==> config.mk <==
export PLATFORM = sky130hd
export DESIGN_NAME = mskaes_128bits_ks_sequencer
export DESIGN_NICKNAME = d
export VERILOG_FILES = /design/src/rtl/mskaes_128bits_ks_sequencer_pkg.sv /design/src/rtl/mskaes_rcon_gen.sv /design/src/rtl/mskaes_128bits_ks_sequencer.sv
export SDC_FILE = /design/constraint.sdc
export NUM_CORES = 1
export LEC_CHECK = 0
export BUFFER_PORTS_ARGS = -buffer_cell sky130_fd_sc_hd__buf_2
export CORE_AREA = 4 4 403 405
export CTS_CLUSTER_SIZE = 14
export DETAILED_ROUTE_END_ITERATION = 7
export DIE_AREA = 0 0 407 409
export PLACE_DENSITY = 0.31
export SLEW_MARGIN = 20
export SYNTH_ARGS = -nofsm -noshare
export SYNTH_HDL_FRONTEND = slang
export SYNTH_SLANG_ARGS = --single-unit
==> constraint.sdc <==
create_clock -name clk -period 4.48 [get_ports clk]
set_clock_uncertainty 0.1 [all_clocks]
set_input_delay 0.896 -clock clk [delete_from_list [all_inputs] [get_ports clk]]
set_output_delay 0.896 -clock clk [all_outputs]
set_load 0.01 [all_outputs]
==> src/rtl/mskaes_128bits_ks_sequencer_pkg.sv <==
// Shared constants, types and helpers for the masked AES-128 key-schedule sequencer.
// The optional MSKAES_KS_ZEROIZE_EN build clears the key register after the final round key.
package mskaes_128bits_ks_sequencer_pkg;

    localparam int unsigned NROUNDS_DEF = 10;
    localparam int unsigned ROUND_W     = 4;
    localparam logic [7:0]  RCON_INIT   = 8'h01;
    localparam logic [7:0]  XTIME_POLY  = 8'h1B;

    typedef enum logic [0:0] {
        IDLE = 1'b0,
        RUN  = 1'b1
    } state_t;

    // Cycle counter must hold 0..latency inclusive.
    function automatic int unsigned cnt_width(input int unsigned latency);
        return (latency < 1) ? 1 : $clog2(latency + 1);
    endfunction

    function automatic logic [7:0] xtime(input logic [7:0] b);
        return {b[6:0], 1'b0} ^ (b[7] ? XTIME_POLY : 8'h00);
    endfunction

endpackage

==> src/rtl/mskaes_rcon_gen.sv <==
// RCON byte generator: advances by xtime on each capture and emits a shared byte
// (share 0 carries the value, other shares zero) only during the last cycle of a round.
module mskaes_rcon_gen
    import mskaes_128bits_ks_sequencer_pkg::*;
#(
    parameter int unsigned d = 2
) (
    input  logic           clk,
    input  logic           rst_n,
    input  logic           load,
    input  logic           advance,
    input  logic           gate,
    output logic [8*d-1:0] sh_rcon
);

    logic [7:0] rcon_q;

    function automatic logic [8*d-1:0] share_byte(input logic [7:0] b);
        logic [8*d-1:0] s;
        s = '0;
        for (int k = 0; k < 8; k++) begin
            s[k*d] = b[k];
        end
        return s;
    endfunction

    // gate is asserted one cycle early so the registered byte lands on c==LATENCY.
    always_ff @(posedge clk or negedge rst_n) begin
        if (!rst_n) begin
            rcon_q  <= RCON_INIT;
            sh_rcon <= '0;
        end else begin
            if (load) begin
                rcon_q <= RCON_INIT;
            end else if (advance) begin
                rcon_q <= xtime(rcon_q);
            end
            sh_rcon <= gate ? share_byte(rcon_q) : '0;
        end
    end

endmodule

==> src/rtl/mskaes_128bits_ks_sequencer.sv <==
// Key-schedule sequencer around the masked AES-128 KS round: key register, round/cycle
// counters, RCON drive and round-key strobes. MSKAES_KS_ZEROIZE_EN clears the key after done.
module mskaes_128bits_ks_sequencer
    import mskaes_128bits_ks_sequencer_pkg::*;
#(
    parameter int unsigned d       = 2,
    parameter int unsigned LATENCY = 4,
    parameter int unsigned NROUNDS = NROUNDS_DEF
) (
    input  logic               clk,
    input  logic               rst_n,
    input  logic               start,
    input  logic [128*d-1:0]   sh_key_init,
    output logic [128*d-1:0]   sh_key_to_ks,
    input  logic [128*d-1:0]   sh_key_from_ks,
    output logic [8*d-1:0]     sh_RCON_out,
    output logic [128*d-1:0]   sh_round_key,
    output logic               round_key_valid,
    output logic [ROUND_W-1:0] round_idx,
    output logic               busy,
    output logic               done
);

    localparam int unsigned          CNT_W    = cnt_width(LATENCY);
    localparam logic [CNT_W-1:0]     CNT_LAST = CNT_W'(LATENCY);
    localparam logic [CNT_W-1:0]     CNT_PRE  = CNT_W'(LATENCY - 1);
    localparam logic [ROUND_W-1:0]   RND_LAST = ROUND_W'(NROUNDS);

    state_t               state_q;
    logic [128*d-1:0]     key_q;
    logic [CNT_W-1:0]     cnt_q;
    logic [ROUND_W-1:0]   rnd_q;
    logic [ROUND_W-1:0]   rnd_nxt_c;
    logic                 load_c;
    logic                 capture_c;
    logic                 rcon_gate_c;

    assign rnd_nxt_c    = rnd_q + ROUND_W'(1);
    assign load_c       = (state_q == IDLE) && start;
    assign capture_c    = (state_q == RUN) && (cnt_q == CNT_LAST);
    assign rcon_gate_c  = (state_q == RUN) && (cnt_q == CNT_PRE);
    assign sh_key_to_ks = key_q;
    assign sh_round_key = key_q;

    always_ff @(posedge clk or negedge rst_n) begin
        if (!rst_n) begin
            state_q         <= IDLE;
            key_q           <= '0;
            cnt_q           <= '0;
            rnd_q           <= '0;
            round_key_valid <= 1'b0;
            round_idx       <= '0;
            busy            <= 1'b0;
            done            <= 1'b0;
        end else begin
            round_key_valid <= 1'b0;
            done            <= 1'b0;
            case (state_q)
                IDLE: begin
                    if (start) begin
                        key_q           <= sh_key_init;
                        rnd_q           <= '0;
                        cnt_q           <= '0;
                        state_q         <= RUN;
                        round_key_valid <= 1'b1;
                        round_idx       <= '0;
                        busy            <= 1'b1;
                    end
`ifdef MSKAES_KS_ZEROIZE_EN
                    else if (done) begin
                        key_q <= '0;
                    end
`endif
                end
                RUN: begin
                    if (cnt_q == CNT_LAST) begin
                        key_q           <= sh_key_from_ks;
                        rnd_q           <= rnd_nxt_c;
                        cnt_q           <= '0;
                        round_key_valid <= 1'b1;
                        round_idx       <= rnd_nxt_c;
                        if (rnd_nxt_c == RND_LAST) begin
                            done    <= 1'b1;
                            busy    <= 1'b0;
                            state_q <= IDLE;
                        end
                    end else begin
                        cnt_q <= cnt_q + CNT_W'(1);
                    end
                end
                default: state_q <= IDLE;
            endcase
        end
    end

    mskaes_rcon_gen #(
        .d(d)
    ) u_rcon_gen (
        .clk     (clk),
        .rst_n   (rst_n),
        .load    (load_c),
        .advance (capture_c),
        .gate    (rcon_gate_c),
        .sh_rcon (sh_RCON_out)
    );

endmodule

# --- After elaboration in Yosys (flattened, before gate mapping) ---
# Cells that the tools add are included.
totals:
  ff_bits: 291
  word_cells: 51
op_classes:
  addsub: 2
  eq_ne: 6
  n_mux: 26
  n_bitwise: 2
  n_reduce_logical: 6
ops:
  columns: ["cell", "count"]
  rows:
  - ["256-bit 2-to-1 mux", 2]
  - ["256-bit case mux with 2 select lines", 1]
  - ["8-bit 2-to-1 mux", 2]
  - ["15-bit 2-to-1 mux", 1]
  - ["1-bit 2-to-1 mux", 10]
  - ["4-bit 2-to-1 mux", 2]
  - ["4-bit case mux with 2 select lines", 1]
  - ["8-bit XOR", 1]
  - ["3-bit 2-to-1 mux", 2]
  - ["1-bit case mux with 2 select lines", 3]
  - ["3-bit case mux with 2 select lines", 1]
  - ["5-bit 2-to-1 mux", 1]
  - ["4-bit by 1-bit adder with 4-bit output (second input constant)", 1]
  - ["4-bit == test (second input constant)", 1]
  - ["2-bit by 1-bit inequality test with 1-bit output (second input constant)", 2]
  - ["3-bit by 1-bit adder with 3-bit output (second input constant)", 1]
  - ["3-bit by 2-bit == test with 1-bit output (second input constant)", 1]
  - ["3-bit == test (second input constant)", 1]
  - ["1-bit logical AND", 3]
  - ["3-bit AND reduction", 1]
  - ["2-bit inequality test (second input constant)", 1]
  - ["2-bit AND reduction", 1]
  - ["2-bit nonzero test", 1]
  - ["1-bit inverter", 1]

# --- Logic depth before layout (Yosys ltp) ---
logic_depth:
  depth_word: 5
  mapped_depth: 7
  ltp_nobuf: 5

# --- Modules after synthesis ---
# A second synthesis with hierarchy kept.
hier_totals:
  hier_cells: 1504
  hier_area_um2: 15230.9
modules_own_cells:
  columns: ["mod", "n_inst", "cells_each", "area_per_inst_um2"]
  rows:
  - ["mskaes_128bits_ks_sequencer", 1, 1449, 14559.0]
  - ["mskaes_rcon_gen", 1, 55, 671.9]

# --- Worst setup path before layout ---
# Ideal clock, no wire load.
synth_path:
  path_type: "input-to-reg"
  start: "input port start"
  end: "register key_q[210] (netlist: sh_key_to_ks[210])"
  setup_ns: 0.127
  t_arrival_ns: 1.581
  required_time_ns: 4.253
  path_slack_ns: 2.672
  path_stages: 5
  path_buffers: 2
  cell_sequence: "nor2b_4 nor2_4 buf_2 buf_2 o21ai_0"
synth_via:
  elab_chain_len: 2
synth_rtl:
  columns: ["element", "line_no", "source"]
  rows:
  - ["start: declaration", "mskaes_128bits_ks_sequencer.sv:12", "input logic start,"]
  - ["2-bit inequality test (no line)", null, null]
  - ["2-bit AND reduction (no line)", null, null]
  - ["end signal: assignment", "mskaes_128bits_ks_sequencer.sv:61", "key_q <= sh_key_init;"]
  - ["end signal: assignment", "mskaes_128bits_ks_sequencer.sv:77", "key_q <= sh_key_from_ks;"]
  - ["end: declaration", "mskaes_128bits_ks_sequencer.sv:30", "logic [128*d-1:0] key_q;"]
# No other way between the ends.
# A chain may end at the register's enable or synchronous reset.

# --- Final worst setup path ---
layout_path:
  start: "register state_q"
  end: "register key_q[73] (netlist: sh_key_to_ks[73])"
layout_via:
  elab_chain_len: 3
layout_rtl:
  columns: ["element", "line_no", "source"]
  rows:
  - ["start: declaration", "mskaes_128bits_ks_sequencer.sv:29", "state_t state_q;"]
  - ["start signal: assignment", "mskaes_128bits_ks_sequencer.sv:47", "state_q <= IDLE;"]
  - ["start signal: assignment", "mskaes_128bits_ks_sequencer.sv:64", "state_q <= RUN;"]
  - ["start signal: assignment", "mskaes_128bits_ks_sequencer.sv:85", "state_q <= IDLE;"]
  - ["1-bit inverter", null, null]
  - ["2-bit inequality test (no line)", null, null]
  - ["2-bit AND reduction (no line)", null, null]
# Several ways; a longest one is shown, not always the timed one.

==> flow_summary.yaml <==
drt:
  drtAntennaViolNets: 0
  drt-total-wl_um: 96600
  dr.pass1.iters: 5
  drcViolationCount: 0
  vias: 14000
  drtIter0Drc: 740
  avgViaCountPerCell: 3.21
  avgRoutedWirePerCell_um: 22.1
floorplanning:
  die_x_um: 407
  row_count: 146
  io_pins: 1050
  die_area_sq_um: 166000
  start_util_pct: 9.64
  core_sq_um: 158000
  die_height_um: 409
logic_synthesis:
  synth.top_cells.by_area: "dfrtp_1, mux2i_1, buf_4, nand3_1, o21ai_1"
  syn_area_sq_um: 15300
  ys_types: 34
  synth_seq_area_share_pct: 46.4
  syn_avg_cell_area_sq_um: 10.1
  synth_top_area_cell: "dfrtp_1"
  netlist_instances: 1509
  synth_top_area_share_pct: 46.2
  synth_warnings: 0
  ys_ff_latch: 283
worst_setup_path:
  r2r_end: "sh_key_to_ks[73]"
  r2r_slack_ns: 1.74
  r2r-start: "state_q"
  arrival_ns: 3.06
  worstPathMaxFanout: 49
  cp-end-kind: "flop"
  crit_type: "flop to flop"
  crit_required_ns: 4.80
  ff2ff_path_depth: 5
  crit_path_start_kind: "flop"
power_and_ir_drop:
  clock_power_share_pct: 21.4
  pwr-share-comb_pct: 45.4
  switching_share_pct: 46.0
  p_sw_mw: 7.12
  power.share.sequential_pct: 33.2
  vdd_ir_drop_max_uv: 231
  p_int_mw: 8.36
  power_density_nw_per_um2: 688
  power.leakage_nw: 12.8
global_route:
  grt_pass1_vias: 14800
  grt_max_degree: 92
  met1_usage_pct: 13.6
  busiest_layer: "met2"
  grt_usage_pct: 11.0
  grt_pass1_wl_um: 127000
  grt_overflow: 0
  antenna_found_initial: 9
  use_met3_pct: 2.97
  use_met2_pct: 18.9
clocking:
  cts_htree_levels: 2
  cts-hold-fix-buffers: 0
  cts_tree: "built"
  cts.root.buffer_cell: "clkbuf_16"
  clk_latency_ns: 0.58
  cts-buffers-inserted: 40
  clk_pin_slew_ns: 0.06
  clock-sinks: 283
  clockBufferDepth: 3
  cts_setup_buffers: 0
  ctsResizeCount: 0
sta:
  hold_ws_ns: 0.189
  min_period_over_period_pct: 61.1
  rsz0062_at_grt: "no"
  fmax_ghz: 0.366
  fin_tns_setup_ns: 0
  fin_crit_ns: 2.74
  setup_violations: 0
  relSlewSlack_pct: 45.1
  finalHoldViolations: 0
  tightestPinTransition_ns: 0.801
  slew_violations: 0
final_layout:
  layout.nets: 2794
  drive_above_1_share_pct: 50.8
  area_growth_pct: 47.3
  final_cell_mix: "buf_2, dfrtp_1, nand3_1, mux2i_1, o21ai_1"
  final_common_cell: "buf_2"
place:
  gp_congestion: 0.826
  place_hpwl_um: 80400
  io_buffers: 1041
status:
  status: "completed"
run:
  cap_violations: 0
min_path:
  hp-class: "primary input to asynchronous set/reset pin"
layout make-up:
class,count,area (sq um)
tap,2072,2590
antenna,1,2.50
timing repair buffer,1099,5810
multi-input combinational,845,5620
sequential,283,7090
inverter,5,18.8
fill,18100,136000
clock buffer,60,1230
clock inverter,11,123
sequential cells by signal, summed over array words and instances (netlist names):
signal,count
round_idx,4
busy,1
sh_key_to_ks,256
cnt_q,3
done,1
state_q,1
u_rcon_gen.rcon_q,8
round_key_valid,1
u_rcon_gen.sh_rcon,8
how the worst max path moves through the flow:
stage / startpoint / end / depth (start not counted)
2_1_floorplan: start / sh_key_to_ks[210] / 5
3_3_place_gp: state_q / sh_key_to_ks[60] / 3
3_5_place_dp: state_q / sh_key_to_ks[73] / 5
4_1_cts: state_q / sh_key_to_ks[73] / 5
5_1_grt: state_q / sh_key_to_ks[92] / 5
6_report: state_q / sh_key_to_ks[73] / 5
routing by layer:
layer	routed length, um	vias up
met4	2040	2
li1	-	6571
met3	6590	71
met1	40600	6814
met2	47400	568
met5	10	-
power by group through the flow:
| stage | registers (mW) | clock network, mW | logic (mW) |
|---|---|---|---|
| floorplan | 5.09 | 0 | 3.99 |
| global placement | 5.23 | 0 | 7.29 |
| detailed placement | 5.27 | 0 | 7.25 |
| CTS | 5.23 | 3.49 | 7.26 |
| global route | 5.36 | 3.57 | 7.72 |
| finish | 5.14 | 3.31 | 7.02 |
synthesized netlist by cell type (all sizes together):
| library cell | instances |
|---|---|
| buf | 367 |
| dfrtp | 282 |
| nand3 | 264 |
| o21ai | 260 |
| mux2i | 258 |
| clkbuf | 16 |
| nand2 | 14 |
| and3 | 9 |
| nor2 | 6 |
| ha | 5 |
| inv | 5 |
| a211oi | 3 |
| nor2b | 3 |
| xnor2 | 3 |
| a21oi | 2 |
| o31ai | 2 |
| a21o | 1 |
| a22o | 1 |
| and2 | 1 |
| conb | 1 |
| dfstp | 1 |
| nand2b | 1 |
| nand3b | 1 |
| nand4 | 1 |
| nand4b | 1 |
| nor3b | 1 |
critical path, stage by stage, from the launching register on:
cell     delay [ns]
dfrtp_4        0.87
nand3_4        0.69
buf_12         0.41
buf_12         0.20
nand3_1        0.12
o21ai_1        0.08
cells by family after synthesis:
family / after synthesis / synth area share, %
and+or+nand+nor: 302 / 10.0
adders and majority gates: 5 / 0.410
AOI/OAI and AO/OA: 269 / 8.94
other: 1 / 0.0246
buffers and inverters: 388 / 17.1
muxes: 258 / 16.9
DFF: 283 / 46.4
xor gates and xnor gates: 3 / 0.172
stage by stage:
step	total power, mW	setup WS (ns)	cells	area [sq um]	utilization (%)
floorplan	9.09	2.67	1516	15300	-
global placement	12.5	1.03	4303	21100	13.3
detailed placement	12.5	1.63	4304	21100	13.3
CTS	16.0	1.58	4375	22500	14.2
global route	16.6	1.51	4375	22500	14.2
finish	15.5	1.74	4376	22500	14.2
(Power assumes the default switching activity.)
